File: src/rtl/fp_accel_master.sv
// Avalon-MM master for an FP accelerator: writes four operand words, then polls
// the result register until read data returns or the poll budget is spent.
module fp_accel_master #(
    parameter int unsigned RESP_TIMEOUT = 4,
    parameter int unsigned MAX_POLLS    = 16
) (
    input  logic        clk,
    input  logic        reset,
    input  logic        cmd_valid,
    output logic        cmd_ready,
    input  logic [31:0] cmd_w0,
    input  logic [31:0] cmd_w1,
    input  logic [31:0] cmd_w2,
    input  logic [31:0] cmd_w3,
    output logic        rsp_valid,
    output logic [31:0] rsp_result,
    output logic        rsp_error,
    output logic        busy,
    output logic [2:0]  masteraddress,
    output logic        masterwrite,
    output logic [31:0] masterwritedata,
    output logic        masterread,
    input  logic        masterwaitrequest,
    input  logic        masterreaddatavalid,
    input  logic [31:0] masterreaddata
);
    localparam logic [3:0] TMO_LOAD    = 4'(RESP_TIMEOUT);
    localparam logic [7:0] POLL_LIMIT  = 8'(MAX_POLLS);
    localparam logic [2:0] RESULT_ADDR = 3'h4;

    typedef enum logic [2:0] {IDLE, WR, RD_REQ, RD_WAIT, RESP} state_t;
    state_t state, state_nxt;

    logic [3:0][31:0] words;
    logic [1:0]       idx;
    logic [7:0]       poll_cnt;
    logic [3:0]       tmo_cnt;
    logic             wr_done;
    logic             rd_accept;
    logic             tmo_last;
    logic             polls_left;

    assign wr_done    = (state == WR) && !masterwaitrequest;
    assign rd_accept  = (state == RD_REQ) && !masterwaitrequest;
    // Last RD_WAIT cycle is the one whose decrement brings the counter to zero,
    // giving RESP_TIMEOUT wait cycles per poll.
    assign tmo_last   = (tmo_cnt <= 4'd1);
    assign polls_left = (poll_cnt < POLL_LIMIT);

    always_ff @(posedge clk or posedge reset) begin
        if (reset) state <= IDLE;
        else       state <= state_nxt;
    end

    always_comb begin
        state_nxt = state;
        case (state)
            IDLE:    if (cmd_valid) state_nxt = WR;
            WR:      if (wr_done && idx == 2'd3) state_nxt = RD_REQ;
            RD_REQ:  if (rd_accept) state_nxt = RD_WAIT;
            RD_WAIT: begin
                if (masterreaddatavalid)      state_nxt = RESP;
                else if (tmo_last)            state_nxt = polls_left ? RD_REQ : RESP;
            end
            RESP:    state_nxt = IDLE;
            default: state_nxt = IDLE;
        endcase
    end

    always_comb begin
        cmd_ready       = (state == IDLE);
        busy            = (state != IDLE);
        rsp_valid       = (state == RESP);
        masterwrite     = 1'b0;
        masterread      = 1'b0;
        masteraddress   = '0;
        masterwritedata = '0;
        case (state)
            WR: begin
                masterwrite     = 1'b1;
                masteraddress   = {1'b0, idx};
                masterwritedata = words[idx];
            end
            RD_REQ: begin
                masterread    = 1'b1;
                masteraddress = RESULT_ADDR;
            end
            default: ;
        endcase
    end

    always_ff @(posedge clk or posedge reset) begin
        if (reset) begin
            words      <= '0;
            idx        <= '0;
            poll_cnt   <= '0;
            tmo_cnt    <= '0;
            rsp_result <= '0;
            rsp_error  <= 1'b0;
        end else begin
            case (state)
                IDLE: begin
                    if (cmd_valid) begin
                        words    <= {cmd_w3, cmd_w2, cmd_w1, cmd_w0};
                        idx      <= '0;
                        poll_cnt <= '0;
                    end
                end
                WR: begin
                    if (wr_done) idx <= idx + 2'd1;
                end
                RD_REQ: begin
                    if (rd_accept) begin
                        poll_cnt <= poll_cnt + 8'd1;
                        tmo_cnt  <= TMO_LOAD;
                    end
                end
                RD_WAIT: begin
                    if (tmo_cnt != '0) tmo_cnt <= tmo_cnt - 4'd1;
                    if (masterreaddatavalid) begin
                        rsp_result <= masterreaddata;
                        rsp_error  <= 1'b0;
                    end else if (tmo_last && !polls_left) begin
                        rsp_result <= '0;
                        rsp_error  <= 1'b1;
                    end
                end
                default: ;
            endcase
        end
    end
endmodule

File: config.mk
export PLATFORM = sky130hd
export DESIGN_NAME = fp_accel_master
export DESIGN_NICKNAME = d
export VERILOG_FILES = /design/src/rtl/fp_accel_master.sv
export SDC_FILE = /design/constraint.sdc
export NUM_CORES = 1
export LEC_CHECK = 0
export CAP_MARGIN = 0
export CORE_AREA = 2 2 140 142
export DETAILED_ROUTE_END_ITERATION = 8
export DIE_AREA = 0 0 142 144
export PLACE_DENSITY_LB_ADDON = 0.15
export SETUP_SLACK_MARGIN = 0.5
export SLEW_MARGIN = 20
export SYNTH_ARGS = -nofsm -noshare
export SYNTH_HDL_FRONTEND = slang
export SYNTH_SLANG_ARGS = --single-unit
File: constraint.sdc
create_clock -name clk -period 5.75 [get_ports clk]
set_input_delay 1.15 -clock clk [delete_from_list [all_inputs] [get_ports clk]]
set_output_delay 1.15 -clock clk [all_outputs]
set_load 0.02 [all_outputs]
# == Word level (Yosys, flattened, before mapping) ==
# Cells that the tools add are included.
# totals
ff_bits,178
output_inout_bits,73
input_bits,165
elab_cells,72
# op_classes
n_mux,26
eq_ne,11
addsub,3
order_cmp,3
reduce_logical,19
# op_table
cell,n
32-bit 2-to-1 mux,4
32-bit binary-select mux with 2-bit select,1
3-bit 2-to-1 mux,6
8-bit 2-to-1 mux,2
8-bit one-hot mux with 2 select lines,1
3-bit one-hot mux with 4 select lines,1
3-bit AND reduction,3
"8-bit by 1-bit adder with 8-bit output, second input constant",1
"8-bit by 5-bit < comparator with 1-bit output, second input constant",1
4-bit 2-to-1 mux,2
"2-bit != test, second input constant",4
4-bit one-hot mux with 2 select lines,1
2-bit nonzero test,4
"3-bit by 2-bit equality test with 1-bit output, second input constant",2
3-bit one-hot mux with 2 select lines,1
"4-bit by 1-bit less-or-equal comparator with 1-bit output, second input constant",1
1-bit logical AND,4
1-bit 2-to-1 mux,4
2-bit 2-to-1 mux,2
2-bit one-hot mux with 2 select lines,1
2-bit AND reduction,2
4-bit AND reduction,1
4-bit nonzero test,1
"4-bit by 1-bit subtractor with 4-bit output, second input constant",1
10 further kinds,11

# == Depth between registers and ports, before layout ==
# Gate-level depths: netlist of the first run.
# logic_depth
depth_word,5
depth_mapped,8
depth_no_buf,6

# == Least setup slack after synthesis of the first run ==
# Ideal clock, no wire load.
# synth_timing
path_type,flip-flop to output port
start,register idx[0]
end,output masterwritedata[10]
required_ns,4.600
stages_incl_launch_ff,5
t_arrival_ns,1.530
slack_ns,3.070
cell_sequence,dfrtp_1 > buf_2 > buf_4 > mux4_2 > and3_1
# synth_via
elab_chain_len,3
# synth_lines
element,line_no,rtl
from (decl),35,logic [1:0] idx;
from (signal assigned),110,if (wr_done) idx <= idx + 2'd1;
32-bit binary-select mux with 2-bit select,82,masterwritedata = words[idx];
32-bit 2-to-1 mux (implied by the code),82,
32-bit 2-to-1 mux,78,case (state)
to (decl),21,"output logic [31:0] masterwritedata,"
# No other way between the ends. The select of a mux whose other input is x is not followed.

# == Worst setup path after layout of the first run ==
# layout_timing
start,register idx[0]
end,output masterwritedata[16]
# The elaborated chain is that of the path after synthesis.

==> impl_metrics.py, run 1 <==
metrics = {
    "status": {
        "status": "complete, no violations",
    },
    "critical_path": {
        "rr_endpoint": "rsp_result[3]$_DFFE_PP0P_",
        "path_max_fanout": 28,
        "critPathLaunchType": "flop",
        "slowest_stage": "dfrtp_2",
        "cp-end-kind": "output pin",
        "reg2reg_depth": 4,
        "worst_ep_required_time_ps": 4600,
        "worstPathCellList": "buf_4 > mux4_2 > and3_1 > clkdlybuf4s50_1",
        "rrSetupSlack_ps": 3050,
        "path_buf_inv": 2,
        "critical_path_class": "reg -> out",
        "worstReg2RegStart": "state[0]$_DFFE_PP0P_",
        "slowest_delay_ps": 990,
        "cp_data_arrival_time_ps": 3000,
        "critPathTopFamily": "flip-flops",
    },
    "clock_tree": {
        "cts_tree": "done",
        "clockRootBuffer": "clkbuf_16",
        "clock_sink_count": 178,
        "ctsResizeCount": 0,
        "clockBufferDepth": 2,
        "post_cts_buffers": 0,
        "hold_buffers": 0,
        "clk_pin_slew_ps": 70,
        "htreeDepth": 4,
        "cts_buffers": 17,
        "worstSkewPairLatency_ps": 440,
    },
    "detailed_routing": {
        "first_pass_iters": 4,
        "viasPerCell": 4.96,
        "routed_wl_mm": 20.4,
        "drtIter0Drc": 333,
        "drcViolationCount": 0,
        "final_antenna_net_count": 0,
        "vias": 6308,
        "wl_per_cell_um": 16.0,
    },
    "finish": {
        "regArea_um2": 4460,
        "layout.nets": 1190,
        "multiInputGateArea_um2": 3220,
        "drive_above_1_share_pct": 8.14,
        "fill_cells": 1665,
        "syn2layout_area_growth_pct": 38.7,
    },
    "place": {
        "numPortBuffers": 237,
        "dpl_worst_slack_ps": 2000,
        "hpwl_mm": 13.5,
        "gp_congestion": 0.804,
    },
    "worst_hold_path": {
        "whs_endpoint": "words[102]$_DFFE_PP0P_",
        "min_from": "words[102]$_DFFE_PP0P_",
        "hp-class": "reg -> reg",
        "hold_depth": 2,
    },
    "global_route": {
        "grt.overflow.total": 0,
        "grt_max_degree": 179,
        "grt_pass1_wl_mm": 32.7,
        "grt_pass1_vias": 6277,
        "grt_use_total_pct": 20.6,
        "antenna_found_initial": 1,
    },
    "floorplan": {
        "core-area_um2": 19100,
        "fp.dieW_um": 142,
        "num_rows": 51,
        "fp.dieArea_um2": 20400,
        "start_util_pct": 41.8,
        "die-height_um": 144,
        "num_io_pins": 238,
    },
    "timing": {
        "fin_setup_tns_ps": 0,
        "hold_viol": 0,
        "skew_ps": 18.4,
        "rsz0062_at_grt": "false",
        "fin_ws_ps": 1600,
        "min_period_over_period_pct": 72.2,
        "min_period_ps": 4150,
        "fmax_mhz": 241,
        "worstMarginPinSlew_ps": 1050,
        "relSlewSlack_pct": 29.7,
        "maxSlewViolCount": 0,
        "setup_viol": 0,
    },
    "power_and_ir_drop": {
        "power_density_nw_per_um2": 547,
        "leakagePower_nw": 5.36,
        "ir_drop_mv": 0.276,
    },
    "synthesis": {
        "synth_nets": 980,
        "yosysSeqAreaShare_pct": 55.8,
        "syn-cell-area_um2": 7980,
        "ys_warn_count": 0,
        "synth.avg_cell_area_um2": 9.85,
        "ys_ff_latch": 178,
        "synth_cells": 810,
        "synthDistinctLibCells": 40,
    },
    "flow_run": {
        "max_cap_viol_count": 0,
    },
}
[per-stage QoR]
stage | hold WS, ps | cell area [µm²] | instances | utilization (%) | total power (W)
2_1_floorplan | 440 | 7980 | 810 | - | 0.00385
3_3_place_gp | 452 | 10500 | 1239 | 54.9 | 0.00486
3_5_place_dp | 457 | 10500 | 1239 | 54.9 | 0.00491
4_1_cts | 473 | 11100 | 1270 | 58.0 | 0.00613
5_1_grt | 492 | 11100 | 1271 | 58.0 | 0.00648
6_report | 470 | 11100 | 1271 | 58.0 | 0.00605
[metal layers]
layer,vias to the layer above,wire [µm],GRT usage (%)
met4,0,160,5.11
li1,3091,-,-
met5,-,0,0
met1,3007,9140,27.9
met3,20,1210,5.83
met2,190,9870,33.1
[synth_stat cells]
library cell	number	area, µm²
o21ai_0	4	20.0
nor3_2	1	10.0
nand3_1	6	30.0
buf_4	11	82.6
or4_1	2	15.0
o211ai_1	6	45.0
nor3_1	3	15.0
nor2_1	5	18.8
xor2_1	3	26.3
a32o_1	1	10.0
o31ai_1	4	30.0
a311oi_1	1	8.76
a31oi_1	1	6.26
or3_1	1	6.26
mux2_2	1	11.3
o31a_1	1	8.76
nor3b_1	2	15.0
buf_6	1	11.3
buf_2	17	85.1
and2_1	3	18.8
nand4b_1	1	8.76
a21oi_1	6	30.0
and3_1	36	225
o21ai_2	1	8.76
a32oi_1	1	8.76
a22o_1	33	289
dfrtp_1	178	4450
nor2b_1	3	18.8
nand3_2	1	10.0
clkbuf_1	22	82.6
nor2b_2	1	8.76
nor2_2	1	6.26
o2111ai_1	1	8.76
nand2_1	397	1490
inv_1	12	45.0
ha_1	5	62.6
nand3b_1	1	7.51
and2b_2	1	8.76
buf_1	3	11.3
mux4_2	32	721
[cell usage in the layout, fill, tap and decap left out, types with 7 or more instances in the layout]
cell             Yosys  layout
clkbuf_16            0      17
clkdlybuf4s50_1      0     237
and3_1              36      36
inv_1               12      10
nand2_1            397     396
buf_4               11       7
dfrtp_1            178     176
a22o_1              33      33
mux4_2              32      32
[cells by family (layout without fill, tap and decap cells)]
logic type                 Yosys count  after routing  synth area share [%]
AOI/OAI and AO/OA                   60             60                  5.94
DFF                                178            178                  55.8
other                                0              1                     0
xor gates and xnor gates             3              3                 0.329
adders and majority gates            5              5                 0.784
buffers and inverters               66            288                  3.98
and+or+nand+nor                    465            465                  24.0
muxes                               33             33                  9.17
[state kept, by name, indices dropped and copies added (netlist names)]
signal      count
rsp_result     32
words         128
tmo_cnt         4
rsp_error       1
poll_cnt        8
idx             2
state           3
[final cells by class]
type	count	share of cell area, %
antenna	1	0.0226
sequential	178	40.3
clock inverter	12	1.42
tap	238	2.69
timing repair buffer	245	22.1
clock buffer	19	4.00
multi-input combinational	566	29.1
inverter	12	0.441
[power by group]
part           internal, W  switching [W]  total (W)
registers          0.00182       0.000413    0.00223
logic              0.00135        0.00128    0.00264
clock network     0.000694       0.000490    0.00118
total              0.00387        0.00219    0.00605
[worst max-delay path by stage]
| stage | from | to | slack [ps] | cells after the start |
|---|---|---|---|---|
| 3_3_place_gp | idx[0]$_DFFE_PP0P_ | masterwritedata[13] | 1990 | 4 |
| 4_1_cts | idx[0]$_DFFE_PP0P_ | masterwritedata[16] | 1530 | 4 |
| 3_5_place_dp | idx[0]$_DFFE_PP0P_ | masterwritedata[16] | 2000 | 4 |
| 5_1_grt | idx[0]$_DFFE_PP0P_ | masterwritedata[16] | 1410 | 4 |
| 2_1_floorplan | reset | idx[0]$_DFFE_PP0P_ | 2320 | 1 |
| 6_report | idx[0]$_DFFE_PP0P_ | masterwritedata[16] | 1600 | 4 |
[worst min-delay path, cell delays in order, from the launching register on]
cell	delay (ps)
dfrtp_1	340
nand2_1	50
nand2_1	50
(Power assumes the default switching activity.)
==> run 2, diff against run 1 <==
--- a/config.mk
+++ b/config.mk
@@ -6,9 +6,9 @@
 export NUM_CORES = 1
 export LEC_CHECK = 0
 export CAP_MARGIN = 0
-export CORE_AREA = 2 2 140 142
+export CORE_AREA = 2 2 132 134
 export DETAILED_ROUTE_END_ITERATION = 8
-export DIE_AREA = 0 0 142 144
+export DIE_AREA = 0 0 134 136
 export PLACE_DENSITY_LB_ADDON = 0.15
 export SETUP_SLACK_MARGIN = 0.5
 export SLEW_MARGIN = 20
==> constraint.sdc (replaced) <==
create_clock -name clk -period 3.96 [get_ports clk]
set_input_delay 0.792 -clock clk [delete_from_list [all_inputs] [get_ports clk]]
set_output_delay 0.792 -clock clk [all_outputs]
set_load 0.02 [all_outputs]
==> impl_metrics.py, run 2 (synthesis results as in run 1) <==
metrics = {
    "floorplan": {
        "fp.dieArea_um2": 18200,
        "num_io_pins": 238,
        "die-height_um": 136,
        "fp.dieW_um": 134,
        "core-area_um2": 16900,
        "start_util_pct": 47.3,
        "num_rows": 48,
    },
    "power_and_ir_drop": {
        "ir_drop_mv": 0.373,
        "power_density_nw_per_um2": 799,
        "leakagePower_nw": 5.40,
    },
    "global_route": {
        "grt_pass1_vias": 6323,
        "grt_max_degree": 119,
        "grt_use_total_pct": 23.3,
        "grt_pass1_wl_mm": 32.9,
        "antenna_found_initial": 0,
        "grt.overflow.total": 0,
    },
    "timing": {
        "skew_ps": 7.63,
        "min_period_over_period_pct": 84.4,
        "fmax_mhz": 299,
        "worstMarginPinSlew_ps": 827,
        "relSlewSlack_pct": 44.9,
        "fin_setup_tns_ps": 0,
        "hold-worst-slack_ps": 470,
        "hold_viol": 0,
        "maxSlewViolCount": 0,
        "rsz0062_at_grt": "false",
        "min_period_ps": 3340,
        "setup_viol": 0,
    },
    "critical_path": {
        "slowest_stage": "clkdlybuf4s50_1",
        "cp_data_arrival_time_ps": 2550,
        "cpMostUsedCell": "buf_4",
        "reg2reg_depth": 6,
        "rrSetupSlack_ps": 1440,
        "path_max_fanout": 14,
        "cp-end-kind": "output pin",
        "worst_ep_required_time_ps": 3170,
        "slowest_delay_ps": 630,
        "critical_path_class": "reg -> out",
        "critPathLaunchType": "flop",
        "worstReg2RegStart": "state[0]$_DFFE_PP0P_",
        "rr_endpoint": "rsp_result[0]$_DFFE_PP0P_",
        "worstPathCellList": "buf_4 > nor2b_2 > buf_4 > nand2_1 > inv_1 > clkdlybuf4s50_1",
    },
    "place": {
        "gp_congestion": 0.845,
        "hpwl_mm": 14.2,
        "numPortBuffers": 237,
    },
    "worst_hold_path": {
        "whs_endpoint": "words[75]$_DFFE_PP0P_",
        "min_from": "words[75]$_DFFE_PP0P_",
        "hold_depth": 2,
        "hp-class": "reg -> reg",
    },
    "finish": {
        "reg.largest.list": "words (128), rsp_result (32), poll_cnt (8)",
        "n_antenna_cell": 0,
        "syn2layout_area_growth_pct": 39.6,
        "mostFrequentLayoutCells": "nand2_1 (396), clkdlybuf4s50_1 (237), dfrtp_1 (176)",
        "drive_above_1_share_pct": 8.94,
        "fill_cells": 1357,
        "layout_commonest_cell": "nand2_1",
        "largest_reg_flops": 128,
        "layout.nets": 1197,
        "largest_register": "words",
    },
    "detailed_routing": {
        "drcViolationCount": 0,
        "routed_wl_mm": 20.7,
        "vias": 6411,
        "final_antenna_net_count": 0,
        "drtIter0Drc": 300,
        "wl_per_cell_um": 16.4,
        "first_pass_iters": 5,
        "viasPerCell": 5.07,
    },
    "clock_tree": {
        "htreeDepth": 4,
        "post_cts_buffers": 0,
        "clock_sink_count": 178,
        "worstSkewPairLatency_ps": 430,
        "clockBufferDepth": 2,
        "hold_buffers": 0,
        "clockRootBuffer": "clkbuf_16",
        "clk_pin_slew_ps": 70,
        "cts_tree": "done",
        "cts_buffers": 17,
        "ctsResizeCount": 0,
    },
    "flow_run": {
        "max_cap_viol_count": 0,
    },
    "status": {
        "status": "complete, no violations",
    },
}
## run 2: power breakdown
group	leakage [nW]	switching [W]	internal, W	total, W
sequential	2.21	0.000484	0.00264	0.00313
clock	0.295	0.000738	0.00102	0.00176
combinational	2.90	0.00201	0.00199	0.00401
total	5.40	0.00324	0.00566	0.00889
## run 2: how the worst max path moves through the flow
| stage | from | end | slack [ps] | cells after the start |
|---|---|---|---|---|
| 2_1_floorplan | reset | idx[0]$_DFFE_PP0P_ | 890 | 1 |
| 3_3_place_gp | state[1]$_DFFE_PP0P_ | masterwritedata[31] | 1080 | 4 |
| 3_5_place_dp | state[0]$_DFFE_PP0P_ | masterwrite | 1040 | 6 |
| 4_1_cts | state[0]$_DFFE_PP0P_ | masterwrite | 580 | 6 |
| 5_1_grt | state[0]$_DFFE_PP0P_ | masterwrite | 510 | 6 |
| 6_report | state[0]$_DFFE_PP0P_ | masterwrite | 620 | 6 |
## run 2: cell type report
type,count,area [µm²],area share [%]
clock buffers,18,439,3.94
well taps,225,282,2.53
clock inverters,14,178,1.60
inverters,12,52.6,0.472
repair buffers,252,2510,22.5
multi-input cells,566,3220,28.9
flip-flops and latches,178,4460,40.0
## run 2: worst max-delay path: cells and delay by family, from the launching register on
kind	cells	cell delay, ps
and+or+nand+nor	2	590
DFF	1	320
buffers and inverters	4	1210
## run 2: routing by layer
metal / vias up / track usage [%] / wire length, µm
met1: 3101 / 31.5 / 9280
li1: 3104 / - / -
met3: 19 / 5.22 / 1200
met2: 187 / 38.5 / 10000
met5: - / 0 / 0
met4: 0 / 5.91 / 235
## run 2: per-stage QoR
stage / power, W / cell area [µm²] / util, % / setup slack, ps / instances
2_1_floorplan: 0.00559 / 7980 / - / 887 / 810
3_3_place_gp: 0.00709 / 10500 / 62.3 / 1080 / 1233
3_5_place_dp: 0.00717 / 10500 / 62.3 / 1040 / 1233
4_1_cts: 0.00897 / 11100 / 66.0 / 580 / 1265
5_1_grt: 0.00947 / 11100 / 66.0 / 514 / 1265
6_report: 0.00889 / 11100 / 66.0 / 620 / 1265
==> run 3, diff against run 2 <==
--- a/config.mk
+++ b/config.mk
@@ -6,9 +6,9 @@
 export NUM_CORES = 1
 export LEC_CHECK = 0
 export CAP_MARGIN = 0
-export CORE_AREA = 2 2 132 134
+export CORE_AREA = 2 2 140 142
 export DETAILED_ROUTE_END_ITERATION = 8
-export DIE_AREA = 0 0 134 136
+export DIE_AREA = 0 0 142 144
 export PLACE_DENSITY_LB_ADDON = 0.15
 export SETUP_SLACK_MARGIN = 0.5
 export SLEW_MARGIN = 20
==> constraint.sdc (replaced) <==
create_clock -name clk -period 2.84 [get_ports clk]
set_input_delay 0.568 -clock clk [delete_from_list [all_inputs] [get_ports clk]]
set_output_delay 0.568 -clock clk [all_outputs]
set_load 0.02 [all_outputs]
==> impl_metrics.py, run 3 (synthesis results as in run 1) <==
metrics = {
    "floorplan": {
        "die-height_um": 144,
        "fp.dieW_um": 142,
        "fp.dieArea_um2": 20400,
        "start_util_pct": 41.8,
        "num_io_pins": 238,
        "core-area_um2": 19100,
        "num_rows": 51,
    },
    "timing": {
        "rsz0062_at_grt": "true",
        "hold_viol": 0,
        "min_period_over_period_pct": 91.2,
        "skew_ps": 9.36,
        "min_period_ps": 2590,
        "worstMarginPinSlew_ps": 679,
        "fmax_mhz": 386,
        "fin_ws_ps": 249,
        "maxSlewViolCount": 0,
        "setup_viol": 0,
        "relSlewSlack_pct": 54.7,
    },
    "global_route": {
        "grt.overflow.total": 0,
        "grt_pass1_vias": 6450,
        "grt_pass1_wl_mm": 34.3,
        "grt_use_total_pct": 21.9,
        "grt_max_degree": 115,
        "antenna_found_initial": 0,
    },
    "flow_run": {
        "max_cap_viol_count": 0,
    },
    "finish": {
        "fill_cells": 1576,
        "layout_commonest_cell": "nand2_1",
        "largest_reg_flops": 128,
        "mostFrequentLayoutCells": "nand2_1 (396), clkdlybuf4s50_1 (197), dfrtp_1 (174)",
        "design_area_um2": 11800,
        "layout.nets": 1222,
        "syn2layout_area_growth_pct": 47.7,
        "largest_register": "words",
        "n_antenna_cell": 0,
        "drive_above_1_share_pct": 17.2,
        "reg.largest.list": "words (128), rsp_result (32), poll_cnt (8)",
    },
    "detailed_routing": {
        "routed_wl_mm": 21.8,
        "wl_per_cell_um": 16.7,
        "viasPerCell": 5.00,
        "vias": 6516,
        "first_pass_iters": 5,
        "drcViolationCount": 0,
        "drtIter0Drc": 293,
        "final_antenna_net_count": 0,
    },
    "clock_tree": {
        "clockRootBuffer": "clkbuf_16",
        "hold_buffers": 0,
        "cts_tree": "done",
        "htreeDepth": 4,
        "clk_pin_slew_ps": 70,
        "clock_sink_count": 178,
        "clockBufferDepth": 2,
        "cts_buffers": 17,
        "worstSkewPairLatency_ps": 420,
    },
    "power_and_ir_drop": {
        "power_density_nw_per_um2": 1150,
        "ir_drop_mv": 0.565,
        "leakagePower_nw": 5.71,
    },
    "place": {
        "gp_congestion": 0.800,
        "hpwl_mm": 14.0,
        "numPortBuffers": 237,
        "dpl_worst_slack_ps": 301,
        "post_dp_cell_area_um2": 10600,
    },
    "critical_path": {
        "worstReg2RegStart": "tmo_cnt[0]$_DFFE_PP0P_",
        "worstPathCellList": "buf_12 > buf_12 > buf_12 > mux4_2 > and3_4 > buf_6",
        "slowest_delay_ps": 490,
        "path_max_fanout": 6,
        "worst_ep_required_time_ps": 2270,
        "reg2reg_depth": 6,
        "cpMostUsedCell": "buf_12",
        "slowest_stage": "mux4_2",
        "critical_path_class": "reg -> out",
        "critPathLaunchType": "flop",
        "rr_endpoint": "rsp_result[31]$_DFFE_PP0P_",
        "cp-end-kind": "output pin",
        "rrSetupSlack_ps": 680,
        "cp_data_arrival_time_ps": 2020,
    },
    "worst_hold_path": {
        "hold_depth": 2,
        "hp-class": "reg -> reg",
        "whs_endpoint": "words[85]$_DFFE_PP0P_",
        "min_from": "words[85]$_DFFE_PP0P_",
    },
    "status": {
        "status": "complete, no violations",
    },
}
[run 3: worst max path at each step]
stage	endpoint	cells after the start	from	slack [ps]
after global routing	masterwritedata[11]	6	idx[0]$_DFFE_PP0P_	200
after CTS	masterwritedata[15]	6	idx[0]$_DFFE_PP0P_	240
final	masterwritedata[13]	6	idx[0]$_DFFE_PP0P_	250
after floorplan	idx[0]$_DFFE_PP0P_	1	reset	-9
after global placement	masterwritedata[4]	4	idx[0]$_DFFE_PP0P_	330
after detailed placement	masterwritedata[30]	4	idx[0]$_DFFE_PP0P_	300
[run 3: through the flow]
stage,utilization (%),total power (W),TNS (ps),std cells,hold slack (ps)
3_5_place_dp,55.7,0.0101,0,1249,459
4_1_cts,61.6,0.0136,0,1300,475
3_3_place_gp,55.7,0.0100,0,1249,452
5_1_grt,61.8,0.0144,0,1303,492
6_report,61.8,0.0135,0,1303,471
2_1_floorplan,-,0.00780,-1530,810,440
[run 3: area by class of cell]
type / count / area [µm²] / share of cell area, %
clock buffers: 19 / 453 / 3.84
clock inverters: 13 / 198 / 1.68
inverters: 12 / 48.8 / 0.414
multi-input cells: 566 / 3370 / 28.6
flip-flops and latches: 178 / 4460 / 37.8
well taps: 238 / 298 / 2.53
repair buffers: 277 / 2960 / 25.1
[run 3: repair_timing]
item,CTS,global route
endpoints found under the setup margin,40,67
buffers inserted,15,3
pin swaps,2,10
cloned,4,0
resized for setup,234,9
[run 3: layer usage]
| metal | track usage, % | wire, µm | vias up | share of wire [%] |
|---|---|---|---|---|
| met5 | 0 | 0 | - | 0 |
| met4 | 4.89 | 250 | 0 | 1.1 |
| li1 | - | - | 3159 | - |
| met2 | 34.9 | 10300 | 221 | 47 |
| met1 | 30.1 | 9880 | 3120 | 45 |
| met3 | 5.96 | 1370 | 16 | 6.3 |
[run 3: report_power, final]
part           switching (W)  total [W]  internal (W)
clock                0.00102    0.00256       0.00154
combinational        0.00310    0.00662       0.00352
sequential          0.000662    0.00435       0.00369
[run 3: worst max-delay path: cells and delay by family (launching register included)]
kind          cells  cell delay, ps
simple gates      1             200
flops             1             420
mux               1             490
buf+inv           4             480
